`config.mk`:
```
export PLATFORM = sky130hd
export DESIGN_NAME = switch_debounce
export DESIGN_NICKNAME = d
export VERILOG_FILES = /design/src/rtl/switch_debounce.sv
export SDC_FILE = /design/constraint.sdc
export NUM_CORES = 1
export LEC_CHECK = 0
export BUFFER_PORTS_ARGS = -buffer_cell sky130_fd_sc_hd__clkbuf_2
export CAP_MARGIN = 10
export CORE_MARGIN = 8
export CORE_UTILIZATION = 53
export DETAILED_ROUTE_END_ITERATION = 16
export MAX_ROUTING_LAYER = met4
export PLACE_DENSITY = 0.8
export SYNTH_ARGS = -nofsm -noshare
export SYNTH_HDL_FRONTEND = slang
export SYNTH_SLANG_ARGS = --single-unit
```
`constraint.sdc`:
```
create_clock -name clk -period 2.7 [get_ports clk]
set_input_delay 0.135 -clock clk [delete_from_list [all_inputs] [get_ports clk]]
set_output_delay 0.135 -clock clk [all_outputs]
set_load 0.005 [all_outputs]
```
`src/rtl/switch_debounce.sv`:
```
// -----------------------------------------------------------------------------
// switch_debounce
//
// Per-bit synchroniser and debouncer for the DE10-Lite slide switches. It sits
// in front of the switch-driven datapath, for example the 4:1 LED mux whose
// data and select lines come from SW. Downstream logic receives clean levels
// aligned to clk, plus one-cycle strobes on each accepted edge.
//
// Parameters
//   WIDTH            number of independent switch bits
//   DEBOUNCE_CYCLES  consecutive cycles a new level must hold at the
//                    synchroniser output before it is accepted (>= 1)
//   CNT_W            per-bit counter width; derived, leave at default
//
// Ports
//   clk      in   1      system clock
//   reset    in   1      synchronous, active-high reset
//   sw_in    in   WIDTH  raw asynchronous switch inputs
//   sw_db    out  WIDTH  debounced, registered switch levels
//   sw_rise  out  WIDTH  one-cycle pulse per bit on an accepted 0->1 change
//   sw_fall  out  WIDTH  one-cycle pulse per bit on an accepted 1->0 change
//   changed  out  1      registered OR of all sw_rise|sw_fall bits, same cycle
//
// Every output comes from a flop, so sw_in has no combinational path to any
// output.
// -----------------------------------------------------------------------------
module switch_debounce #(
    parameter int WIDTH           = 10,
    parameter int DEBOUNCE_CYCLES = 500000,
    parameter int CNT_W           = $clog2(DEBOUNCE_CYCLES + 1)
) (
    input  logic             clk,
    input  logic             reset,
    input  logic [WIDTH-1:0] sw_in,
    output logic [WIDTH-1:0] sw_db,
    output logic [WIDTH-1:0] sw_rise,
    output logic [WIDTH-1:0] sw_fall,
    output logic             changed
);

    // Terminal count. When a bit reaches this value and still disagrees with
    // sw_db, the new level is accepted on the same edge. The counter therefore
    // never passes this value and cannot wrap.
    localparam logic [CNT_W-1:0] CNT_LAST = CNT_W'(DEBOUNCE_CYCLES - 1);

    // -------------------------------------------------------------------------
    // Two-flop synchroniser. The stages are connected directly, with no logic
    // between them, so s1 has a full clock period to resolve metastability.
    // -------------------------------------------------------------------------
    logic [WIDTH-1:0] s1_reg;
    logic [WIDTH-1:0] s2_reg;

    always_ff @(posedge clk) begin
        if (reset) begin
            s1_reg <= '0;
            s2_reg <= '0;
        end else begin
            s1_reg <= sw_in;
            s2_reg <= s1_reg;
        end
    end

    // Next-state strobes from every bit. They are collected here so that
    // 'changed' can be registered from the same values, which keeps it
    // cycle-aligned with sw_rise/sw_fall.
    logic [WIDTH-1:0] rise_next;
    logic [WIDTH-1:0] fall_next;

    // -------------------------------------------------------------------------
    // Independent debounce slice per bit
    // -------------------------------------------------------------------------
    for (genvar gi = 0; gi < WIDTH; gi++) begin : g_bit
        logic [CNT_W-1:0] cnt_reg;
        logic [CNT_W-1:0] cnt_next;
        logic             db_reg;
        logic             db_next;
        logic             rise_reg;
        logic             rise_nx;
        logic             fall_reg;
        logic             fall_nx;

        always_comb begin
            cnt_next = cnt_reg;
            db_next  = db_reg;
            rise_nx  = 1'b0;
            fall_nx  = 1'b0;
            if (s2_reg[gi] == db_reg) begin
                // Input agrees with the accepted level. A bounce back to the
                // old level lands here and discards the partial count.
                cnt_next = '0;
            end else if (cnt_reg == CNT_LAST) begin
                // The new level has disagreed on DEBOUNCE_CYCLES consecutive
                // edges, so accept it now.
                db_next  = s2_reg[gi];
                cnt_next = '0;
                rise_nx  = s2_reg[gi];
                fall_nx  = ~s2_reg[gi];
            end else begin
                cnt_next = cnt_reg + CNT_W'(1);
            end
        end

        always_ff @(posedge clk) begin
            if (reset) begin
                cnt_reg  <= '0;
                db_reg   <= 1'b0;
                rise_reg <= 1'b0;
                fall_reg <= 1'b0;
            end else begin
                cnt_reg  <= cnt_next;
                db_reg   <= db_next;
                rise_reg <= rise_nx;
                fall_reg <= fall_nx;
            end
        end

        assign rise_next[gi] = rise_nx;
        assign fall_next[gi] = fall_nx;
        assign sw_db[gi]     = db_reg;
        assign sw_rise[gi]   = rise_reg;
        assign sw_fall[gi]   = fall_reg;
    end

    // -------------------------------------------------------------------------
    // Aggregate change flag. When several bits change in the same cycle they
    // produce a single pulse here.
    // -------------------------------------------------------------------------
    logic changed_reg;

    always_ff @(posedge clk) begin
        if (reset) begin
            changed_reg <= 1'b0;
        end else begin
            changed_reg <= |(rise_next | fall_next);
        end
    end

    assign changed = changed_reg;

endmodule

```
==> summary by stage <==
CTS
After clock tree synthesis, the clock-pin slew on the worst setup and hold paths is 0.06 ns. The TritonCTS clock tree is built. The number of clock buffers added by TritonCTS is 25.

The cts-stage hold buffer count is 10. CTS placed an instance of clkbuf_16 at the clock tree root. The count of instances resized after the clock tree is built is 0. The clock passes through at most 3 buffers.

The total number of clock tree sinks is 241. The clock network latency to the later pin of the worst-skew pair is 0.52 ns. The number of buffers inserted by post-CTS setup repair is 0.

In this run the number of H-tree levels came out at 1.

STA
The final max-slew violation count came to 0. Setup violations remaining at the end of the flow were counted as 0. The final critical delay including setup and external delays is 2.00 ns.

The worst path uses 74.2% of the clock period. The clock tree skew after final layout is 0.00961 ns. The worst pin sits at a relative slew slack of around 56%.

Static timing analysis puts the maximum clock frequency at 0.499 GHz. At the pin with the least slew margin, the transition time is 0.653 ns. The final hold violation count is 0. Setup repair after global routing left no endpoint under its margin. The accumulated negative setup slack is 0 ns.

Global routing
Global routing used between 15 and 20% of the available tracks across all layers. The first global-routing pass estimated 31900 um of wire. The initial antenna violation count is 0. Entering global routing, the biggest net connects 23 pins. In this run the most used layer during global routing was met2. For this run the aggregate overflow at the end of global routing stands at 0. For met1 alone, demand over resource in global routing was 20.0%. The met2 demand-to-capacity share in global routing is 25.7%. The via count of the first global-routing pass is between 7000 and 8000. For this run, global-route usage on met3 was measured as 2.72%.

Critical path
In this run the worst setup path begins at g_bit[0].cnt_reg[0]. The start-to-end type of the worst setup path is reg2reg. The launch point of the worst reg-to-reg path is g_bit[0].cnt_reg[0]. The worst register-to-register path has a setup slack of 0.70 ns.

Of all nets on the critical path, the largest fanout is 17. The critical path ends at g_bit[0].cnt_reg[8]. The endpoint of the worst-slack reg-to-reg timing path is g_bit[0].cnt_reg[8].

For the worst setup path, the data required time is 3.08 ns. STA classifies the critical path startpoint as a flip-flop. The type of destination of the critical path is a flip-flop. The number of cells on the worst reg-to-reg path is 6. At the worst endpoint, the arrival time is around 2.4 ns.

Placement
During placement, the flow inserted port buffers numbering 42. The final weighted congestion of routability-driven global placement is 0.835. The post-DP HPWL is 12300 um.

Die
The initial utilization of the core area, before any placement, comes to between 50% and 60%. Measured along the x axis, the die boundary spans 154 um. The floorplan step defined a die boundary enclosing roughly 24000 um2.

The floorplan has 50 rows. The count of boundary I/O pins is 43. The core region is between 15000 and 20000 um2.

In this run the vertical extent of the chip is about 150 um.

Detailed routing
The detail route stage leaves a number of antenna-violating nets equal to 0. In the routed design, unresolved DRC markers number 0. For this block, the initial DRC count from the detailed router was 521. The final route contains 7343 vias. For this run, the detailed router's first-pass iteration total came to 5. Summed over all layers, the routed wires come to 18300 um. Using the TritonRoute via totals, the vias-per-cell ratio works out to 5.32. In the final routed layout, each cell accounts on average for 13.2 um.

Synthesis
The average instance in the mapped netlist occupies 9.13 um2. In the post-synthesis netlist, the biggest area contributors are dfxtp_1 (48%), nor2_1 (9.0%), xnor2_1 (8.9%). Summed over its instances, the top area cell type makes up 48.0% of the synthesized netlist area. The register bit count reported by yosys is 241.

Counting every instance in the synthesized netlist gives 1102. The share of the Yosys chip area taken by registers is between 40% and 50%. The number of different library cells in the post-synthesis netlist is 39. The net count after synthesis is between 1000 and 1500. In this run the cell area of the synthesized design comes to between 10000 and 15000 um2.

The synthesized design spends more area on one cell type than any other, namely dfxtp_1. During synthesis, Yosys emitted a total of 0 warnings.

Layout
The number of fillers in the final layout is 1543. The flip-flop count of the largest register, all copies and words added is 190. The area growth from synthesis to layout is 12.1%.

The final cell utilization of the core is approximately three fifths. Of the cells placed in the final design, the portion with a size suffix greater than 1 is 8.46%. The number of nets in the layout is 1150.

The repair_antennas step left the layout with diodes totalling 0.

Pwr
For this design the ratio of total power to cell area is between 600 and 700 nW/um2. The leakage component of the power is between 3 and 4 nW. The maximum resistive drop on vdd is slightly above 0.5 mV. Overall power consumption after layout is estimated at 0.00745 W.

Flow run
The max-cap violation count is 0.

Min path
The type of the tightest min-delay check is in2reg. The startpoint identified for the worst hold timing path is reset.

Outcome
The run finished with clean final reports.
-- Yosys cell counts (all sizes together) --
master / instances
a21oi: 2
a41oi: 1
and2: 4
and3: 37
and4: 14
buf: 41
clkbuf: 15
dfxtp: 241
ha: 10
inv: 17
mux2i: 8
nand2: 57
nand3: 65
nand3b: 2
nand4: 46
nand4b: 1
nand4bb: 1
nor2: 241
nor2b: 25
nor3: 28
nor3b: 7
nor4: 10
nor4b: 29
nor4bb: 3
o21ai: 2
o22a: 3
or2: 2
or3: 6
or4: 2
or4b: 2
xnor2: 102
xor2: 78
-- final cells by class --
type	count	area (um2)	share of cell area, %
Sequential cell	241	4820	42.8
Multi-Input combinational cell	788	4820	42.8
Clock buffer	31	688	6.10
Timing Repair Buffer	55	345	3.06
Tap cell	234	293	2.60
Clock inverter	14	236	2.10
Inverter	17	63.8	0.566
-- worst max-delay path: stages (launching register included) --
cell	delay (ns)
dfxtp_1	0.36
ha_1	0.19
and3_1	0.28
nand3_1	0.16
or2_1	0.31
nand2_1	0.46
nor2_1	0.10
-- per-stage QoR --
step | setup slack, ns | instances | hold slack (ns) | instance area (um2)
floorplan | 0.842 | 1102 | 0.263 | 10100
global placement | 0.782 | 1325 | 0.343 | 10200
detailed placement | 0.718 | 1325 | 0.351 | 10200
CTS | 0.689 | 1380 | 0.161 | 11300
global route | 0.497 | 1380 | 0.191 | 11300
finish | 0.696 | 1380 | 0.168 | 11300
-- kinds of logic after synthesis --
kind of cell	share of synthesized area, %
muxes	0.796
adders and majority gates	1.24
and+or+nand+nor	29.6
DFF	48.0
AOI/OAI and AO/OA	0.622
buffers and inverters	4.09
xor gates and xnor gates	15.7
-- worst min-delay path by stage --
stage                           end  slack [ns]  cells after the start
floorplan                 s1_reg[0]        0.26                      1
global placement          s1_reg[4]        0.34                      2
detailed placement        s1_reg[8]        0.35                      2
CTS                 g_bit[0].db_reg        0.16                      2
global route              s2_reg[3]        0.19                      2
finish              g_bit[0].db_reg        0.17                      2
-- cells in the final DEF (no fill, tap or decap), types with 3 or more instances in the layout --
| master | instances |
|---|---|
| and2_1 | 4 |
| and3_1 | 37 |
| and4_1 | 14 |
| bufinv_16 | 6 |
| clkbuf_16 | 25 |
| clkbuf_2 | 42 |
| clkbuf_8 | 4 |
| clkinv_2 | 3 |
| dfxtp_1 | 241 |
| dlygate4sd3_1 | 10 |
| ha_1 | 10 |
| inv_1 | 17 |
| mux2i_1 | 8 |
| nand2_1 | 54 |
| nand3_1 | 65 |
| nand4_1 | 44 |
| nor2_1 | 241 |
| nor2b_1 | 25 |
| nor3_1 | 28 |
| nor3b_1 | 7 |
| nor4_1 | 10 |
| nor4b_1 | 26 |
| nor4b_2 | 3 |
| nor4bb_1 | 3 |
| o22a_1 | 3 |
| or3_1 | 6 |
| xnor2_1 | 102 |
| xor2_1 | 78 |
-- power by group --
group,internal (W),switching [W],total [W]
registers,0.00357,0.0000139,0.00359
logic,0.0000367,0.0000521,0.0000888
clock network,0.00239,0.00139,0.00377
-- routing by layer --
metal	wire, um	part of all wire, %	up-vias
li1	-	-	3737
met1	8690	48	3456
met2	8530	47	115
met3	639	3.5	35
met4	414	2.3	0
met5	0	0	-
Power figures use the tool's default switching activity.
